`config.mk`:
```
export PLATFORM = sky130hd
export DESIGN_NAME = gamepad_poller
export DESIGN_NICKNAME = d
export VERILOG_FILES = /design/src/rtl/gamepad_pkg.sv /design/src/rtl/gamepad_tick.sv /design/src/rtl/gamepad_poller.sv
export SDC_FILE = /design/constraint.sdc
export NUM_CORES = 1
export LEC_CHECK = 0
export ABC_AREA = 1
export CAP_MARGIN = 20
export CORE_UTILIZATION = 55
export DETAILED_ROUTE_END_ITERATION = 6
export PLACE_DENSITY = 0.89
export SLEW_MARGIN = 20
export SYNTH_ARGS = -nofsm -noshare
export SYNTH_HDL_FRONTEND = slang
export SYNTH_SLANG_ARGS = --single-unit
```
`constraint.sdc`:
```
create_clock -name clk -period 10.4 [get_ports clk]
set_clock_uncertainty 0.2 [all_clocks]
set_input_delay 2.08 -clock clk [delete_from_list [all_inputs] [get_ports clk]]
set_output_delay 2.08 -clock clk [all_outputs]
set_load 0.02 [all_outputs]
```
`src/rtl/gamepad_pkg.sv`:
```
// gamepad_pkg: shared FSM state type and pad-size constants for the gamepad poller.
package gamepad_pkg;
    typedef enum logic [2:0] {IDLE, LATCH, BIT_LOW, BIT_HIGH, DONE} state_t;
    localparam int NES_BUTTONS  = 8;
    localparam int SNES_BUTTONS = 12;
    localparam int MAX_PADS     = 4;
endpackage

```
`src/rtl/gamepad_tick.sv`:
```
// gamepad_tick: CLK_DIV cycle divider; tick marks the last cycle of each period.
module gamepad_tick #(
    parameter int CLK_DIV = 4
) (
    input  logic clk,
    input  logic rst,
    input  logic restart,
    output logic tick
);
    localparam int W = $clog2(CLK_DIV);
    logic [W-1:0] r_cnt;
    assign tick = r_cnt == W'(CLK_DIV - 1);
    always_ff @(posedge clk or posedge rst)
        if (rst) r_cnt <= '0;
        else     r_cnt <= (restart || tick) ? '0 : r_cnt + 1'b1;
endmodule

```
`src/rtl/gamepad_poller.sv`:
```
// gamepad_poller: drives latch/clock of NES/SNES shift-register pads and publishes
// button vectors, press edges and presence flags once per poll.
module gamepad_poller
    import gamepad_pkg::*;
#(
    parameter int NUM_PADS      = 2,
    parameter int NUM_BUTTONS   = SNES_BUTTONS,
    parameter int CLK_DIV       = 4,
    parameter int POLL_INTERVAL = 1000
) (
    input  logic                            clk,
    input  logic                            rst,
    input  logic                            start,
    input  logic                            auto_en,
    input  logic [NUM_PADS-1:0]             pad_data,
    output logic                            pad_latch,
    output logic                            pad_clk,
    output logic [NUM_PADS*NUM_BUTTONS-1:0] buttons,
    output logic [NUM_PADS*NUM_BUTTONS-1:0] pressed,
    output logic [NUM_PADS-1:0]             present,
    output logic                            valid,
    output logic                            busy
);
    localparam int BW = NUM_BUTTONS > 1 ? $clog2(NUM_BUTTONS) : 1;
    localparam int IW = $clog2(POLL_INTERVAL + 1);
    localparam logic [BW-1:0] LAST_BIT = BW'(NUM_BUTTONS - 1);

    if (CLK_DIV < 4) begin : g_bad_div
        $error("gamepad_poller: CLK_DIV must be >= 4");
    end
    if (NUM_PADS < 1 || NUM_PADS > MAX_PADS) begin : g_bad_pads
        $error("gamepad_poller: NUM_PADS out of range");
    end

    state_t                          r_state;
    logic [BW-1:0]                   r_bit;
    logic                            r_half;
    logic [IW-1:0]                   r_ivl;
    logic [NUM_PADS-1:0]             r_sync1, r_sync2;
    logic                            w_tick, w_go, w_auto, w_sample;
    logic [NUM_PADS*NUM_BUTTONS-1:0] w_new, w_rise;
    logic [NUM_PADS-1:0]             w_present;

    gamepad_tick #(.CLK_DIV(CLK_DIV)) u_tick (
        .clk(clk), .rst(rst), .restart(r_state == IDLE), .tick(w_tick)
    );

    assign w_auto   = r_state == IDLE && auto_en && r_ivl == IW'(POLL_INTERVAL - 1);
    assign w_go     = r_state == IDLE && (start || w_auto);
    assign w_sample = r_state == BIT_LOW && w_tick;

    always_ff @(posedge clk or posedge rst)
        if (rst) begin
            r_sync1 <= '0;
            r_sync2 <= '0;
            r_ivl   <= '0;
        end else begin
            r_sync1 <= pad_data;
            r_sync2 <= r_sync1;
            r_ivl   <= (r_state != IDLE || !auto_en || w_go) ? '0 : r_ivl + 1'b1;
        end

    // An all-ones shadow means every raw sample was low: the line is floating, no pad.
    for (genvar p = 0; p < NUM_PADS; p++) begin : g_pad
        logic [NUM_BUTTONS-1:0] r_shadow;
        always_ff @(posedge clk or posedge rst)
            if (rst)           r_shadow <= '0;
            else if (w_sample) r_shadow[r_bit] <= ~r_sync2[p];
        assign w_present[p] = ~&r_shadow;
        assign w_new[p*NUM_BUTTONS +: NUM_BUTTONS]  = w_present[p] ? r_shadow : '0;
        assign w_rise[p*NUM_BUTTONS +: NUM_BUTTONS] = w_new[p*NUM_BUTTONS +: NUM_BUTTONS] &
                                                      ~buttons[p*NUM_BUTTONS +: NUM_BUTTONS];
    end

    always_ff @(posedge clk or posedge rst)
        if (rst) begin
            r_state   <= IDLE;
            r_bit     <= '0;
            r_half    <= 1'b0;
            pad_latch <= 1'b0;
            pad_clk   <= 1'b1;
            buttons   <= '0;
            pressed   <= '0;
            present   <= '0;
            valid     <= 1'b0;
            busy      <= 1'b0;
        end else begin
            valid   <= 1'b0;
            pressed <= '0;
            case (r_state)
                IDLE: if (w_go) begin
                    r_state   <= LATCH;
                    r_bit     <= '0;
                    r_half    <= 1'b0;
                    pad_latch <= 1'b1;
                    busy      <= 1'b1;
                end
                LATCH: if (w_tick) begin
                    r_half <= ~r_half;
                    if (r_half) begin
                        r_state   <= BIT_LOW;
                        pad_latch <= 1'b0;
                        pad_clk   <= 1'b0;
                    end
                end
                BIT_LOW: if (w_tick) begin
                    r_state <= BIT_HIGH;
                    pad_clk <= 1'b1;
                end
                BIT_HIGH: if (w_tick) begin
                    if (r_bit == LAST_BIT) begin
                        r_state <= DONE;
                        buttons <= w_new;
                        pressed <= w_rise;
                        present <= w_present;
                        valid   <= 1'b1;
                    end else begin
                        r_state <= BIT_LOW;
                        r_bit   <= r_bit + 1'b1;
                        pad_clk <= 1'b0;
                    end
                end
                DONE: begin
                    r_state <= IDLE;
                    busy    <= 1'b0;
                end
                default: r_state <= IDLE;
            endcase
        end
endmodule
```
Word-level counts from Yosys, hierarchy flattened:

Index checks and enable logic that the tools add are counted.

* add/sub/neg operators: 3
* magnitude comparators: 2
* equality and inequality tests: 13
* muxes and demuxes: 37
* bitwise gates (word level): 7
* reduce and logical (&&, ||, !) cells: 27

Operators by type and width (number)
* $mux W24: 3
* $and A12 B12 Y12: 2
* $bwmux W12: 2
* $mux W12: 2
* $not A12 Y12: 2
* $reduce_and A12 Y1: 2
* $mux W3: 6
* $mux W1: 12
* $mux W4: 3
* $pmux W3 S4: 1
* $add A10 B1 Y10 const B: 1
* $eq A10 B10 Y1 const B: 1
* $mux W10: 1
* $pmux W4 S2: 1
* $reduce_and A4 Y1: 2
* $eq A3 B2 Y1 const B: 2
* $ne A2 B1 Y1 const B: 3
* $ne A2 B2 Y1 const B: 3
* $pmux W1 S2: 3
* $reduce_and A3 Y1: 2
* $reduce_and A6 Y1: 1
* $reduce_bool A2 Y1: 3
* $reduce_bool A3 Y1: 2
* $logic_and A1 B1 Y1: 5
* 17 further kinds: 24

* flip-flop bits (word level): 102
* input bits: 6
* output and inout port bits: 54
* word-level logic and storage cells: 105

Depth between registers and ports, before layout:

* depth after elaboration: 7
* gate-level depth with buffers: 11

Hierarchy:

A second synthesis with hierarchy kept.

* cell total of the unflattened synthesis: 430
* area total of the unflattened synthesis: 4312.9 um2

By module, submodules not included
* gamepad_poller: times used 1, cells each 420, area each 4224.1 um2, sequential area each 2503.7 um2
* gamepad_tick: times used 1, cells each 10, area each 88.8 um2, sequential area each 50.0 um2

Least setup slack after synthesis:

OpenSTA, ideal clock, no wires.

* kind: input to register
* start: input port auto_en
* end: register r_bit[2]
* setup time: 0.121 ns
* arrival time: 2.650 ns
* required time: 10.079 ns
* path slack: 7.429 ns
* cell stages on the path: 7
* path buffers: 0
* cell sequence: nand3_1 nor2_1 nand2_1 nand3_1 nand2_2 nand2_1 o21ai_1

* longest elaborated chain between the ends: 6

RTL lines
* start, declared: RTL line gamepad_poller.sv:14 `input logic auto_en,`
* $logic_and A1 B1 Y1 (2 in a row): RTL line gamepad_poller.sv:48 `assign w_auto = r_state == IDLE && auto_en && r_ivl == IW'(POLL_INTERVAL - 1);`
* $logic_or A1 B1 Y1: RTL line gamepad_poller.sv:49 `assign w_go = r_state == IDLE && (start || w_auto);`
* $logic_and A1 B1 Y1: RTL line gamepad_poller.sv:49
* $ne A2 B2 Y1 (no line)
* $reduce_and A4 Y1 (no line)
* end signal, assigned: RTL line gamepad_poller.sv:119 `r_bit <= r_bit + 1'b1;`
* end, declared: RTL line gamepad_poller.sv:36 `logic [BW-1:0] r_bit;`

Every way passes these cells.
A chain may end at the register's enable or synchronous reset.

Final worst setup path:

* start: register pad_clk
* end: output port pad_clk

RTL lines
* start, declared: RTL line gamepad_poller.sv:17 `output logic pad_clk,`
* start signal, assigned: RTL line gamepad_poller.sv:81 `pad_clk <= 1'b1;`
* start signal, assigned: RTL line gamepad_poller.sv:103 `pad_clk <= 1'b0;`
* start signal, assigned: RTL line gamepad_poller.sv:108 `pad_clk <= 1'b1;`

No word-level cell between the ends.

==> results.py <==
metrics = {
    "power_and_ir_drop": {
        "ir_drop_mv": 0.0842,
        "power.density_nw_per_um2": 136,
        "total_power_w": 0.000693,
        "power_frac_seq_pct": 57.8,
        "clkPwrFrac_pct": 40.2,
        "pwr-share-comb_pct": 2.0,
        "internal-power_w": 0.000546,
        "power_switching_w": 0.000147,
        "p_leak_nw": 2.41,
        "switching_share_pct": 21.2,
    },
    "logic_synthesis": {
        "synth.area.top_cells": "dfrtp_1 (60%), nand2_1 (7.2%), o21ai_0 (4.7%)",
        "ys_seq_area_share_pct": 60.3,
        "avgSynthCellArea_um2": 9.81,
        "synth_ff_type": "dfrtp_1",
        "synth.distinct_cells": 28,
        "syn_area_um2": 4240,
        "ys_ff_latch": 102,
        "async_flop_share_pct": 100,
        "synth-edff-count": 0,
        "ys_warn_count": 0,
        "postSynthNetCount": 444,
        "synth_top_area_cell": "dfrtp_1",
        "syn_inst": 432,
        "synth_top_area_share_pct": 59.7,
    },
    "sta": {
        "setup_viol": 0,
        "finalSetupTns_ns": 0,
        "hold_slack_ns": 0.159,
        "timing.fmax_mhz": 264,
        "post-route-period-util_pct": 36.4,
        "finalHoldViolations": 0,
        "period_minus_slack_ns": 3.79,
        "worstMarginPinSlew_ns": 0.767,
        "slew_headroom_pct": 48.7,
        "drv_slew": 0,
        "rsz0062_at_grt": "no",
    },
    "worst_setup_path": {
        "max_stage_delay_ns": 0.60,
        "r2r-end": "buttons[20]",
        "required_ns": 8.12,
        "path_max_fanout": 2,
        "r2r_cells": 6,
        "ff2ff_setup_slack_ns": 7.99,
        "crit_chain": "clkdlybuf4s50_1",
        "arrival_ns": 1.51,
        "rr_startpoint": "r_bit[0]",
        "slowest_stage": "clkdlybuf4s50_1",
        "startpoint_type": "flip-flop",
        "cp.buffers_inverters": 1,
        "timing.setup.critical_path_class": "reg2out",
        "crit_family": "buffers and inverters",
        "endpoint_kind": "output pin",
    },
    "placed_design": {
        "gp_congestion": 0.889,
        "post-dp-hpwl_um": 5820,
        "dpl-instance-area_um2": 4880,
        "io_buffers": 59,
    },
    "routing": {
        "drt_iter0_drc": 202,
        "num_vias": 3173,
        "vias_per_cell": 5.32,
        "postRouteAntennaNets": 0,
        "dr_wl_met3_um": 431,
        "m1WireLength_um": 3340,
        "wire_per_inst_um": 13.6,
        "routed_wirelength_um": 8110,
        "highest_layer": "met4",
        "dr_wl_met2_um": 4110,
        "drc": 0,
        "drt-pass1-iter-count": 5,
    },
    "clock_tree": {
        "postCtsSetupRepairBufs": 0,
        "clockBufferDepth": 2,
        "ctsResizeCount": 0,
        "htreeDepth": 3,
        "clk_pin_slew_worst_paths_ns": 0.09,
        "cts_buffers": 9,
        "clock_sinks": 102,
        "ctsHoldBuffers": 0,
        "clk_latency_ns": 0.37,
        "cts-root-buf": "clkbuf_8",
        "cts_tree": "built",
    },
    "worst_hold_path": {
        "min_path_type": "reg2reg",
        "hold_end": "r_sync2[0]",
        "min_path_cells": 0,
        "min_from": "r_sync1[0]",
    },
    "floorplan": {
        "die_area_um2": 8060,
        "placementRows": 31,
        "io_pins": 60,
        "die_h_um": 89.8,
        "core_area_um2": 7330,
        "initial_core_util_pct": 57.8,
        "die_x_um": 89.8,
    },
    "cells_and_area": {
        "num_antenna_cells": 0,
        "layout-drive-gt1-share_pct": 9.86,
        "final_cell_area_um2": 5110,
        "fillers": 525,
        "nets": 504,
        "synthToLayoutAreaGrowth_pct": 20.6,
    },
    "global_route": {
        "grt_pass1_wl_um": 14300,
        "grtUsageTotal_pct": 22.4,
        "overflow": 0,
        "grt_max_degree": 56,
        "grt_pass1_vias": 3159,
        "antenna_found_initial": 0,
    },
    "outcome": {
        "status": "complete, no violations",
    },
    "flow_run": {
        "max_cap_viol_count": 0,
    },
}
==> layer usage <==
metal  vias to the layer above  track usage [%]
li1                       1518                -
met1                      1513             26.5
met2                       121             39.5
met3                        21             3.30
met4                         0             12.0
met5                         -                0
==> registers in the layout, summed over array words and instances (netlist names), 2 cells and up <==
| register | cells |
|---|---|
| buttons | 24 |
| g_pad.r_shadow | 24 |
| pressed | 24 |
| r_ivl | 10 |
| r_bit | 4 |
| r_state | 3 |
| present | 2 |
| r_sync1 | 2 |
| r_sync2 | 2 |
| u_tick.r_cnt | 2 |
==> power groups by stage <==
stage	Sequential [W]	Clock, W	Combinational [W]
2_1_floorplan	0.000408	0	0.00000912
3_3_place_gp	0.000408	0	0.0000138
3_5_place_dp	0.000408	0	0.0000145
4_1_cts	0.000401	0.000285	0.0000146
5_1_grt	0.000401	0.000296	0.0000164
6_report	0.000401	0.000278	0.0000138
==> Yosys cell counts (2+ instances only) <==
cell type and number:
dfrtp_1 101, nand2_1 81, inv_1 43, nor2_1 41, o21ai_0 40, nand3_1 26
o21ai_1 24, nor3_2 19, nor3_1 10, a21oi_1 8, ha_1 6, buf_6 5
xor2_1 5, buf_2 4, inv_2 4, clkbuf_1 2, nand4_1 2
==> placed cells by master, fill, tap and decap left out <==
master	instances
nand2_1	81
buf_4	2
o31ai_1	1
inv_4	1
nand3_1	26
nand3_2	1
clkbuf_8	10
nor3_2	19
o21ai_4	1
clkinv_2	1
nand2_4	1
o21ai_0	40
nor3_1	10
xnor2_1	1
a21o_1	1
a21oi_1	8
inv_2	4
nand2_2	1
o21ai_1	24
dfstp_2	1
ha_1	6
clkinv_4	1
clkdlybuf4s50_1	59
nor2_8	1
dfrtp_1	101
bufinv_16	2
nand4_1	2
inv_1	42
nor2_1	41
xor2_1	5
inv_6	2
nor2_4	1
==> cell type report <==
class                           count  area, µm²  area share, %
Clock inverter                      6       91.3           1.79
Clock buffer                       10        138           2.69
Timing Repair Buffer               61        606           11.9
Multi-Input combinational cell    271       1420           27.8
Sequential cell                   102       2550           50.0
Tap cell                           99        124           2.42
Inverter                           47        179           3.50
==> worst max-delay path by stage <==
stage / end / depth (start not counted) / slack (ns) / startpoint
finish: pad_clk / 1 / 6.61 / pad_clk
global route: pad_clk / 1 / 6.58 / pad_clk
CTS: pad_clk / 1 / 6.59 / pad_clk
detailed placement: pressed[7] / 3 / 6.51 / rst
global placement: buttons[7] / 3 / 6.56 / rst
floorplan: busy / 1 / 5.45 / rst
==> through the flow <==
step / utilization [%] / instances / worst slack [ns]
2_1_floorplan: - / 432 / 5.45
3_3_place_gp: 66.6 / 580 / 6.56
3_5_place_dp: 66.6 / 580 / 6.51
4_1_cts: 69.7 / 596 / 6.59
5_1_grt: 69.7 / 596 / 6.58
6_report: 69.7 / 596 / 6.61
==> kinds of logic (layout without fill, tap and decap cells) <==
| logic type | after synthesis | in the layout | synth area share (%) |
|---|---|---|---|
| xor gates and xnor gates | 6 | 6 | 1.24 |
| buffers and inverters | 59 | 124 | 6.23 |
| AOI/OAI and AO/OA | 75 | 75 | 9.24 |
| and+or+nand+nor | 184 | 184 | 21.2 |
| adders and majority gates | 6 | 6 | 1.77 |
| DFF | 102 | 102 | 60.3 |
Power figures use the tool's default switching activity.
